**src/rtl/comb_calc.sv**
```systemverilog
// Signed W-bit add/sub/reverse-sub/abs calculator with a registered result and overflow flag.
// Optional macro COMB_CALC_SAT_EN: clamp R on overflow instead of wrapping.
module comb_calc #(
  parameter int W = 16
) (
  input  logic         clk,
  input  logic         rst_n,
  input  logic [2:0]   OP,
  input  logic [W-1:0] A,
  input  logic [W-1:0] B,
  input  logic         in_valid,
  output logic [W-1:0] R,
  output logic         ovf,
  output logic         out_valid
);

  typedef enum logic [1:0] {M_ADD, M_SUB, M_ABS} mode_t;

  localparam logic [W-1:0] SMAX = {1'b0, {(W-1){1'b1}}};
  localparam logic [W-1:0] SMIN = {1'b1, {(W-1){1'b0}}};

  mode_t        mode;
  logic [W-1:0] x, y, raw, nxt_r;
  logic         nxt_ovf;

  // Reduce the opcode to a mode plus ordered operands; abs always works on x.
  // Unknown/unmatched opcodes fall through to A+B.
  always_comb begin
    mode = M_ADD;
    x    = A;
    y    = B;
    case (OP)
      3'b001:         mode = M_SUB;
      3'b010, 3'b011: begin mode = M_ABS; x = B; end
      3'b100:         begin x = B; y = A; end
      3'b101:         begin mode = M_SUB; x = B; y = A; end
      3'b110, 3'b111: mode = M_ABS;
      default: ;
    endcase
  end

  always_comb begin
    raw     = x + y;
    nxt_ovf = (x[W-1] == y[W-1]) && (raw[W-1] != x[W-1]);
    case (mode)
      M_SUB: begin
        raw     = x - y;
        nxt_ovf = (x[W-1] != y[W-1]) && (raw[W-1] != x[W-1]);
      end
      M_ABS: begin
        raw     = x[W-1] ? (~x + 1'b1) : x;
        nxt_ovf = (x == SMIN);
      end
      default: ;
    endcase
  end

`ifdef COMB_CALC_SAT_EN
  // On add/sub overflow the true result has the sign of x; abs overflow is always positive.
  always_comb begin
    nxt_r = raw;
    if (nxt_ovf)
      nxt_r = ((mode == M_ABS) || !x[W-1]) ? SMAX : SMIN;
  end
`else
  always_comb nxt_r = raw;
`endif

  always_ff @(posedge clk or negedge rst_n) begin
    if (!rst_n) begin
      R         <= '0;
      ovf       <= 1'b0;
      out_valid <= 1'b0;
    end else begin
      out_valid <= in_valid;
      if (in_valid) begin
        R   <= nxt_r;
        ovf <= nxt_ovf;
      end
    end
  end

endmodule

```
**config.mk**
```make
export PLATFORM = sky130hd
export DESIGN_NAME = comb_calc
export DESIGN_NICKNAME = d
export VERILOG_FILES = /design/src/rtl/comb_calc.sv
export SDC_FILE = /design/constraint.sdc
export NUM_CORES = 1
export LEC_CHECK = 0
export CELL_PAD_IN_SITES_DETAIL_PLACEMENT = 0
export CELL_PAD_IN_SITES_GLOBAL_PLACEMENT = 1
export CORE_MARGIN = 4
export CORE_UTILIZATION = 41
export CTS_CLUSTER_DIAMETER = 60
export DETAILED_ROUTE_END_ITERATION = 8
export PLACE_DENSITY = 0.9
export SETUP_SLACK_MARGIN = 0.15
export SYNTH_ARGS = -nofsm -noshare
export SYNTH_HDL_FRONTEND = slang
export SYNTH_SLANG_ARGS = --single-unit
export TNS_END_PERCENT = 50
```
**constraint.sdc**
```tcl
create_clock -name clk -period 1 [get_ports clk]
set_clock_uncertainty 0.05 [all_clocks]
set_input_delay 0.2 -clock clk [delete_from_list [all_inputs] [get_ports clk]]
set_output_delay 0.2 -clock clk [all_outputs]
set_load 0.01 [all_outputs]
```
# Word-level counts from Yosys, hierarchy flattened
# Index checks and enable logic that the tools add are counted.
# word_totals
reg_bits	18
inputBits	38
output_inout_bits	18
wordCells	33
# classes
n_addsub	3
eq_ne	14
n_mux	6
n_bitwise	1
n_reduce_logical	6
# ops
operator	count
2-to-1 mux 16 bit	3
case mux 16 bit (2 select lines)	1
adder 16 x 1 -> 16 bit, second input constant	1
adder 16 bit	1
equality test 16 bit, second input constant	1
NOT 16 bit	1
subtractor 16 bit	1
equality test 3 bit, second input constant	4
OR reduction 4 bit	2
equality test 3 x 2 -> 1 bit, second input constant	2
case mux 2 bit (2 select lines)	1
OR reduction 2 bit	2
equality test 3 x 1 -> 1 bit, second input constant	1
inequality test 1 bit	3
equality test 2 x 1 -> 1 bit, second input constant	1
equality test 2 bit, second input constant	1
logical AND 1 bit	2
case mux 1 bit (2 select lines)	1
equality test 1 bit	1

# Depth between registers and ports, before layout
# depth
word_depth	7
mapped_depth	16
depth_no_buf	13

# Worst setup path before layout
# Ideal clock, no wire load.
# synth_path
path_type	input port to flip-flop
start	input OP[1]
end	register R[14]
setup_time_ns	0.148
arrival_ns	3.326
t_required_ns	0.802
setup_slack_ns	-2.525
path_stages	15
path_buffers	4
path_cell_list	inv_1 -> ha_1 -> buf_2 -> buf_2 -> buf_1 -> mux2_2 -> ha_1 -> clkbuf_1 -> or3_1 -> a211oi_2 -> o31ai_2 -> a31oi_1 -> mux2_4 -> a21oi_2 -> a311oi_2
# synth_between
elab_chain_cells	7
elab_cells_between_ends	22
classes_between	3 x add/sub; 9 x eq/ne; 5 x mux; 1 x bitwise; 4 x reduce/logical
# synth_rtl
element	line	text
start, declared	8	input logic [2:0] OP,
equality test 3 bit or equality test 3 x 2 -> 1 bit (tied branches)	32	case (OP)
OR reduction 4 bit (no line)	-	
2-to-1 mux 16 bit	32	
NOT 16 bit	51	raw = x[W-1] ? (~x + 1'b1) : x;
adder 16 x 1 -> 16 bit	51	
2-to-1 mux 16 bit	51	
case mux 16 bit (2 select lines) *	45	case (mode)
end signal, assigned	77	R <= nxt_r;
end, declared	12	output logic [W-1:0] R,
# Mark *: on every way between the ends. The rest lies on a longest branch, timed or not.
# A chain may end at the register's enable or synchronous reset.

# Final worst setup path
# Same ends and word-level chain as after synthesis.

==> summary.md <==
| Metric | Value |
|---|---|
| Clk slew on worst S/H paths | `0.09 ns` |
| Setup-failing EPs final | `35` |
| Synth warnings | `0` |
| Largest stage delay, worst path | `0.35 ns` |
| Sequential share of power | `13.2%` |
| Mapped Avg Cell Area | `7.80 sq um` |
| Power share of the clock group | `8.8%` |
| I/O pin total | `56` |
| H-tree lvl count | `1` |
| IR drop worst, VDD | `0.000615 V` |
| Syn_nets | `543` |
| #FFs+latches synth | `18` |
| Crit path max-delay cell type | `o31ai_2` |
| CTS Buffer Depth | `2` |
| Crit path buffers/inverters | `6` |
| Register area share after synthesis | `12.3%` |
| Slew headroom | `52.5%` |
| Post-synthesis xor/xnor area fraction | `6.22%` |
| Port Buf Inserts | `55` |
| Post-Syn Instances | `469` |
| Sw Ratio | `45.6%` |
| Max FO, Critical Path | `5` |
| Cell variety after synth | `78` |
| Layout cell share with drive strength beyond 1 | `50.5%` |
| Root buffer cell | `clkbuf_8` |
| CTS Sinks | `18` |
| Die Wd | `102 um` |
| Gr usage total | `30.0%` |
| Layout Cells excl Fill | `795` |
| Area growth from synthesis to layout | `77.9%` |
| DP HPWL | `11.0 mm` |
| Worst r2r path cells | `3` |
| Lkg Pwr | `2.89 nW` |
| Slew Viols, Final | `0` |
| Status | `finished with violations` |
| Endpoint type of the worst setup path | `register` |
| Final Cycle Share | `306%` |
| Post-synthesis simple-gate area fraction | `18.9%` |
| Net Sw Power | `3.57 mW` |
| Initial Util | `42.0%` |
| Max-cap viol count | `0` |
| Later-pin clock latency in the skew report | `0.28 ns` |
| Ant diodes | `0` |
| Nets | `762` |
| Largest net degree at the start of global routing | `19` |
| Worst slew pin tran | `0.710 ns` |
| GPL Wtd Cong | `1.03` |
| Main combinational cell family by area after synthesis | `compound AO/OA/AOI/OAI gates` |
| Int Pwr | `4.25 mW` |
| Vias in the first global route | `4911` |
| Compound-cell area share of the yosys netlist | `30.7%` |
| Pwr dens | `1200 nW/um^2` |
| DR pass1 iterations | `7` |
| Initial antenna violation count | `0` |
| Combinational share of power | `77.9%` |
| Vias after detailed routing | `5229` |
| # placed instances | `750` |
| Primary FF master, synth | `dfrtp_1` |
| Failing checks | `negative setup slack` |
| FMAX | `327 MHz` |
| CP delay by family, top | `compound AO/OA/AOI/OAI gates` |
| Routed length per placed instance | `23.8 um` |
| Critical path depth | `17` |
| Dpl ws | `-2.81 ns` |
| Post-synthesis mux area share | `11.9%` |
| WP data required | `1.09 ns` |
| Die Height | `102 um` |
| Die footprint | `10500 sq um` |
| WP data arrival | `3.15 ns` |
| WL final | `18.9 mm` |
| WS Path Type | `input pin to register` |
| PnR worst setup slack | `-2.06 ns` |
| Routed Antenna Nets | `0` |
| Cell Chain, Critical Path | `buf_12 > inv_12 > ha_4 > buf_4 > buf_12 > xor2_4 > o21a_1 > inv_1 > ha_4 > a221oi_4 > buf_4 > a211oi_4 > o31ai_2 > a31oi_1 > mux2_4 > a21oi_2 > a311oi_2` |
| Synth Area in Adders | `12.3%` |
| RSZ-0062 raised after global routing | `true` |
| Cts hold-fix bufs | `0` |
| Placeable Area | `8720 sq um` |
| CTS Buf Count | `3` |
| GRT overflow | `0` |
| Mapped Area | `3660 sq um` |
| CTS tree | `done` |
| Ys async rst share | `100%` |
| Final hold viol count | `0` |
| First-pass GRT wire length | `25.0 mm` |
| HP Class | `input pin to asynchronous set/reset pin` |
| Detailed Route Iter0 Violations | `459` |
| Vias per inst | `6.58` |
| Remaining DRCs | `0` |
| Crit path time final | `3.06 ns` |
| EDFF count, synth | `0` |
| Row count | `34` |
| Startpoint Class | `input pin` |
## state kept, by name, indices dropped and copies added, names as in the netlist
name,count
ovf,1
R,16
out_valid,1
## placed cells by master (no fill, tap or decap), types with 6 or more instances in the layout
cell type,count
mux2_4,8
ha_1,15
xnor2_1,19
a31oi_1,6
clkdlybuf4s50_1,29
o21ai_0,17
a21oi_1,23
buf_4,148
inv_2,8
a21oi_2,11
nor3_1,11
nor2b_1,8
ha_4,17
inv_1,34
mux2_2,14
buf_2,15
nor2_1,33
o21bai_1,6
buf_6,28
buf_12,9
mux2i_1,7
o21ai_1,6
nand2_1,27
a21o_1,10
nor2_2,8
dfrtp_1,18
mux2i_4,7
## layer usage
layer,vias up,routed length (um),GRT usage (%)
li1,2149,-,-
met1,2427,6620,37.5
met2,468,8350,50.4
met3,185,2130,4.44
met4,0,1810,14.4
met5,-,0,0
## worst paths after layout
path | slack (ns) | from | end
max | -2.06 | OP[1] | R[14]$_DFFE_PN0P_
min | 0.21 | rst_n | R[3]$_DFFE_PN0P_
max reg2reg | -0.04 | R[13]$_DFFE_PN0P_ | R[13]$_DFFE_PN0P_
min reg2reg | 0.47 | R[8]$_DFFE_PN0P_ | R[8]$_DFFE_PN0P_
max in group asynchronous | 0.55 | rst_n | R[12]$_DFFE_PN0P_
min in group clk | 0.47 | R[8]$_DFFE_PN0P_ | R[8]$_DFFE_PN0P_
## cell type report
type / count / area, sq um
fill: 538 / 2210
clock buffer: 4 / 55.1
inverter: 45 / 186
timing repair buffer: 237 / 2060
multi-input combinational: 383 / 3620
sequential: 18 / 450
tap: 108 / 135
## through the flow
stage	hold slack, ns	power [mW]	area (sq um)	setup TNS, ns	util, %
6_report	0.207	7.82	6510	-30.92	74.6
5_1_grt	0.220	8.09	6510	-32.18	74.6
4_1_cts	0.227	6.72	6040	-27.53	69.3
3_5_place_dp	0.448	5.55	5370	-46.35	61.6
3_3_place_gp	0.442	5.45	5370	-44.57	61.6
2_1_floorplan	-0.146	3.47	3730	-30.47	-
## logic make-up after synthesis
kind of cell | count (synthesis)
adders and majority gates | 36
xor gates and xnor gates | 26
AOI/OAI and AO/OA | 150
and+or+nand+nor | 133
DFF | 18
muxes | 38
buffers and inverters | 68
## synthesized netlist by cell type, types with 6 or more instances
cell type / count / share of area [%]
inv_1: 45 / 4.6
nor2_1: 40 / 4.1
ha_1: 36 / 12
a21oi_1: 33 / 4.5
nand2_1: 28 / 2.9
o21ai_0: 24 / 3.3
mux2_2: 20 / 6.2
xnor2_1: 19 / 4.5
dfrtp_1: 18 / 12
clkbuf_1: 16 / 1.6
nor3_1: 12 / 1.6
mux2i_1: 11 / 3.0
a21o_1: 10 / 2.1
nor2b_1: 9 / 1.5
o21bai_1: 9 / 1.8
a31oi_1: 8 / 1.4
xor2_1: 7 / 1.7
a221o_1: 6 / 1.6
o221ai_1: 6 / 1.4
## repair_timing
item	4_1_cts	5_1_grt
pin swaps	44	49
gates cloned	0	0
buffers inserted	25	16
gates resized for setup	183	78
endpoints found under the setup margin	36	36
## power groups by stage
stage	sequential [mW]	clock, mW	combinational, mW
floorplan	1.09	0	2.38
global placement	1.03	0	4.43
global route	1.05	0.709	6.33
CTS	1.02	0.664	5.04
detailed placement	1.04	0	4.51
finish	1.03	0.691	6.09
Power figures use the tool's default switching activity.
